`src/rtl/ins_fetcher.sv`:
```
// Instruction fetch sequencer: one outstanding 32-bit read, static next-PC
// prediction, and a one-cycle push of {ins, pc, pred_pc} into the queue.
module ins_fetcher #(
  parameter logic [31:0] RESET_PC = 32'h0
) (
  input  logic        clk,
  input  logic        reset,
  input  logic        ready,
  input  logic        clear,
  input  logic [31:0] clear_pc,
  output logic        mem_req,
  output logic [31:0] mem_addr,
  input  logic        mem_done,
  input  logic [31:0] mem_data,
  input  logic        full,
  output logic        push,
  output logic [31:0] push_ins,
  output logic [31:0] push_pc,
  output logic [31:0] push_pred_pc,
  output logic [1:0]  dbg_state
);

  // Memory handshake: mem_req rises with mem_addr and both hold until the
  // cycle mem_done is sampled high; a request is never withdrawn early.
  typedef enum logic [1:0] {
    IDLE  = 2'd0,
    WAIT  = 2'd1,
    DRAIN = 2'd2
  } state_t;

  state_t      state_q, state_d;
  logic [31:0] pc_q, pc_d;
  logic        mem_req_q, mem_req_d;
  logic [31:0] mem_addr_q, mem_addr_d;
  logic        push_q, push_d;
  logic [31:0] push_ins_q, push_ins_d;
  logic [31:0] push_pc_q, push_pc_d;
  logic [31:0] push_pred_q, push_pred_d;
  logic [31:0] pred;
  logic [31:0] j_imm;
  logic [31:0] b_imm;

  assign j_imm = {{11{mem_data[31]}}, mem_data[31], mem_data[19:12], mem_data[20],
                  mem_data[30:21], 1'b0};
  assign b_imm = {{19{mem_data[31]}}, mem_data[31], mem_data[7], mem_data[30:25],
                  mem_data[11:8], 1'b0};

  // Only JAL and backward branches are predicted taken; JALR falls through.
  always_comb begin
    pred = pc_q + 32'd4;
    if (mem_data[6:0] == 7'b1101111) begin
      pred = pc_q + j_imm;
    end else if (mem_data[6:0] == 7'b1100011 && mem_data[31]) begin
      pred = pc_q + b_imm;
    end
  end

  always_comb begin
    state_d     = state_q;
    pc_d        = pc_q;
    mem_req_d   = mem_req_q;
    mem_addr_d  = mem_addr_q;
    push_d      = push_q;
    push_ins_d  = push_ins_q;
    push_pc_d   = push_pc_q;
    push_pred_d = push_pred_q;
    if (clear) begin
      pc_d   = clear_pc;
      push_d = 1'b0;
      if (state_q != IDLE) begin
        if (mem_done) begin
          state_d   = IDLE;
          mem_req_d = 1'b0;
        end else begin
          state_d = DRAIN;
        end
      end
    end else if (ready) begin
      push_d = 1'b0;
      case (state_q)
        IDLE: begin
          // push_q high means the queue's full flag does not yet see that entry.
          if (!full && !push_q) begin
            state_d    = WAIT;
            mem_req_d  = 1'b1;
            mem_addr_d = pc_q;
          end
        end
        WAIT: begin
          if (mem_done) begin
            state_d     = IDLE;
            mem_req_d   = 1'b0;
            push_d      = 1'b1;
            push_ins_d  = mem_data;
            push_pc_d   = pc_q;
            push_pred_d = pred;
            pc_d        = pred;
          end
        end
        DRAIN: begin
          if (mem_done) begin
            state_d   = IDLE;
            mem_req_d = 1'b0;
          end
        end
        default: begin
          state_d   = IDLE;
          mem_req_d = 1'b0;
        end
      endcase
    end
  end

  always_ff @(posedge clk or negedge reset) begin
    if (!reset) begin
      state_q     <= IDLE;
      pc_q        <= RESET_PC;
      mem_req_q   <= 1'b0;
      mem_addr_q  <= 32'h0;
      push_q      <= 1'b0;
      push_ins_q  <= 32'h0;
      push_pc_q   <= 32'h0;
      push_pred_q <= 32'h0;
    end else begin
      state_q     <= state_d;
      pc_q        <= pc_d;
      mem_req_q   <= mem_req_d;
      mem_addr_q  <= mem_addr_d;
      push_q      <= push_d;
      push_ins_q  <= push_ins_d;
      push_pc_q   <= push_pc_d;
      push_pred_q <= push_pred_d;
    end
  end

  assign mem_req      = mem_req_q;
  assign mem_addr     = mem_addr_q;
  assign push         = push_q;
  assign push_ins     = push_ins_q;
  assign push_pc      = push_pc_q;
  assign push_pred_pc = push_pred_q;
  assign dbg_state    = state_q;

endmodule

```
`config.mk`:
```
export PLATFORM = sky130hd
export DESIGN_NAME = ins_fetcher
export DESIGN_NICKNAME = d
export VERILOG_FILES = /design/src/rtl/ins_fetcher.sv
export SDC_FILE = /design/constraint.sdc
export NUM_CORES = 1
export LEC_CHECK = 0
export BUFFER_PORTS_ARGS = -buffer_cell sky130_fd_sc_hd__buf_2
export CAP_MARGIN = 20
export CORE_MARGIN = 2
export CORE_UTILIZATION = 50
export DETAILED_ROUTE_END_ITERATION = 8
export GPL_TIMING_DRIVEN = 0
export PLACE_DENSITY = 0.71
export RECOVER_POWER = 100
export SLEW_MARGIN = 20
export SYNTH_ARGS = -nofsm -noshare
export SYNTH_HDL_FRONTEND = slang
export SYNTH_SLANG_ARGS = --single-unit
```
`constraint.sdc`:
```
create_clock -name clk -period 9.1 [get_ports clk]
set_clock_uncertainty 0.2 [all_clocks]
set_input_delay 2.275 -clock clk [delete_from_list [all_inputs] [get_ports clk]]
set_output_delay 2.275 -clock clk [all_outputs]
set_load 0.01 [all_outputs]
```
==> impl_metrics.csv <==
group,metric,value,unit
global_route,grt_util_met3,0.0756,
critical_path,worst_r2r_startpoint,"pc_q[22]",
power,pwr_density_cell,260,nW/µm²
place,port_buffers,201,
logic_synthesis,synth_cells,1198,
critical_path,crit_fanout,23,
global_route,busiest_layer,"met2",
cts,cts_sinks,163,
outcome,violations,"capacitance limit, slew limit",
sta,fin_ws,2240,ps
critical_path,cp-end-kind,"flip-flop",
sta,drv_slew,5,
critical_path,crit_arrival,6950,ps
logic_synthesis,synthFlopType,"dfrtp_1",
critical_path,critPathBufInv,2,
final_layout,layout_common_cells,"300 x nand2_1, 191 x clkbuf_1, 163 x dfrtp_1",
global_route,grt_pass1_vias,9625,
sta,timing.fmax,146,MHz
critical_path,crit_path_max_incr_delay,1560,ps
logic_synthesis,ys_warn_count,0,
critical_path,path_class,"in2reg",
cts,h-tree-depth,4,
die,fp.dieArea,21800,µm²
cts,path_clk_slew,70,ps
routing,drt_iter0_markers,1050,
die,die_height,148,µm
global_route,grt_usage,0.344,
die,coreArea,20200,µm²
place,dp_hpwl,28.3,mm
sta,timing.final.crit_share,0.754,
sta,max_slew_margin,-0.366,
cts,worstSkewPairLatency,440,ps
die,rows,52,
cts,hold_buffers,0,
cts,cts_tree,"done",
global_route,antenna_found_initial,0,
job,maxCapViolCount,1,
logic_synthesis,yosysSeqAreaShare,0.394,
routing,totalWireLength,37.9,mm
place,place.gp.congestion,0.992,
place,place_area,11700,µm²
die,start_util,0.511,
cts,cts_setup_buffers,0,
critical_path,crit_end,"pc_q[23]",
routing,drt_pass1_iterations,6,
critical_path,r2r_slack,4700,ps
final_layout,final_core_util,0.600,
final_layout,n_fill_cell,1916,
critical_path,cp_top_family,"compound AO/OA/AOI/OAI gates",
logic_synthesis,synth-edff-count,0,
final_layout,area_growth,17.3,%
logic_synthesis,synth-seq-cells,163,
critical_path,timing.rr.end,"pc_q[23]",
critical_path,slowest_stage,"a2111oi_0",
global_route,grt-ovfl-total,0,
sta,tightest_slew,2000,ps
cts,cts-root-buf,"clkbuf_16",
routing,avgRoutedWirePerCell,22.3,µm
outcome,status,"complete, but fails checks",
sta,setup_violations,0,
sta,rsz0062_at_grt,"no",
routing,post-route-drc-count,0,
critical_path,cp_num_cells,10,
global_route,groute.layer.met2.usage,0.505,
sta,tns,0,ps
power,leakagePower,5.65,nW
die,fp.dieW,148,µm
critical_path,critPathLaunch,"mem_data[31]",
logic_synthesis,synth_nets,1317,
logic_synthesis,yosysUniqueCellTypes,73,
place,dpl_worst_slack,3420,ps
cts,cts-resized-gates,0,
power,irDropWorstVdd,0.000137,V
critical_path,rr_worst_depth,9,
final_layout,diodes,0,
global_route,grt_pass1_wl,56.8,mm
sta,finalHoldWorstSlack,273,ps
routing,ant_nets,0,
final_layout,finalInstanceArea,12100,µm²
sta,hold_viol,0,
cts,clockBufferDepth,2,
critical_path,crit_required,9190,ps
global_route,met1_usage,0.501,
min_path,min_path_type,"reg2reg",
routing,vias,10300,
final_layout,layout_commonest_cell,"nand2_1",
final_layout,nNetsFinal,1538,
logic_synthesis,syn_area,10300,µm²
cts,numCtsBuffers,17,
critical_path,crit_chain,"clkbuf_1, ha_1, clkbuf_1, a21oi_1, o21ai_0, a2111oi_0, a21oi_1, a221o_1, a22oi_1, o21ai_0",
die,io_pins,202,
sta,period_needed,6860,ps
routing,via_per_inst,6.07,
logic_synthesis,avgSynthCellArea,8.63,µm²
global_route,grt_max_degree,88,
logic_synthesis,async_flop_share,1.00,
critical_path,cp-start-kind,"primary input",
final_layout,final_layout_size_suffix_gt1_frac,0.116,
worst min-delay path by stage:
stage | startpoint | end | slack, ps | cells past startpoint
final | push_pc[27] | push_pc[27] | 270 | 2
after global routing | push_ins[2] | push_ins[2] | 300 | 2
after CTS | push_ins[2] | push_ins[2] | 270 | 2
after detailed placement | push_pc[11] | push_pc[11] | 260 | 2
after global placement | push_ins[16] | push_ins[16] | 250 | 2
after floorplan | pc_q[0] | push_pc[0] | 250 | 2
cells by family (layout without fill, tap and decap cells):
| group | after synthesis | in the layout | share of synthesized area |
|---|---|---|---|
| buffers and inverters | 94 | 327 | 0.0402 |
| AOI/OAI and AO/OA | 317 | 317 | 0.214 |
| and+or+nand+nor | 490 | 490 | 0.210 |
| adders and majority gates | 49 | 49 | 0.0607 |
| xor gates and xnor gates | 48 | 48 | 0.0407 |
| muxes | 37 | 37 | 0.0402 |
| DFF | 163 | 163 | 0.394 |
synthesized netlist by cell type (5+ instances only):
cell type,n,share of area
a211o_1,10,0.0085
a211oi_1,13,0.0094
a21o_1,32,0.023
a21oi_1,67,0.032
a221o_1,19,0.018
a221oi_1,6,0.0051
a22oi_1,20,0.015
a31oi_1,19,0.011
and2_1,10,0.0060
and3_1,11,0.0067
and4_1,9,0.0076
buf_2,12,0.0058
buf_4,8,0.0058
clkbuf_1,48,0.017
dfrtp_1,163,0.39
ha_1,47,0.057
inv_1,19,0.0069
mux2_2,32,0.035
nand2_1,300,0.11
nand2b_1,6,0.0036
nand3_1,34,0.016
nand4_1,20,0.012
nor2_1,58,0.021
nor2b_1,8,0.0048
nor3_1,11,0.0053
nor4_1,5,0.0030
o211ai_1,21,0.015
o21a_1,6,0.0044
o21ai_0,49,0.024
o21ai_1,6,0.0029
o221ai_1,8,0.0068
or3_1,5,0.0030
xnor2_1,24,0.020
xor2_1,24,0.020
area by class of cell:
| class | instances | area, µm² | share of cell area |
|---|---|---|---|
| Sequential cell | 163 | 4080 | 0.336 |
| Clock inverter | 14 | 191 | 0.0158 |
| Inverter | 19 | 71.3 | 0.00588 |
| Clock buffer | 17 | 425 | 0.0351 |
| Timing Repair Buffer | 202 | 875 | 0.0721 |
| Buffer | 75 | 330 | 0.0272 |
| Multi-Input combinational cell | 941 | 5820 | 0.480 |
| Tap cell | 270 | 338 | 0.0278 |
metal layers:
layer | share of wire | routed length, µm
met2 | 0.42 | 16000
met1 | 0.44 | 16700
met4 | 0.032 | 1210
met5 | 0 | 0
met3 | 0.10 | 3960
worst register-to-register path, stage by stage, from the launching register on:
cell	delay [ps]
dfrtp_1	520
ha_1	290
clkbuf_1	220
a21oi_1	320
o21ai_0	190
a2111oi_0	1560
a21oi_1	250
a221o_1	360
a22oi_1	230
o21ai_0	120
report_power, final:
part	leakage (nW)	switching (mW)	internal (mW)
registers	2.06	0.206	1.00
clock network	0.297	0.340	0.441
logic	3.29	0.724	0.447
flip-flops by register name, indices dropped and copies added, names as in the netlist:
signal / count
dbg_state: 2
mem_addr: 32
mem_req: 1
pc_q: 32
push: 1
push_ins: 32
push_pc: 32
push_pred_pc: 31
through the flow:
stage               total power [mW]  instances
CTS                             3.21       1701
finish                          3.16       1701
detailed placement              2.43       1670
global placement                2.40       1669
global route                    3.34       1701
floorplan                       1.91       1198
Power figures use the tool's default switching activity.
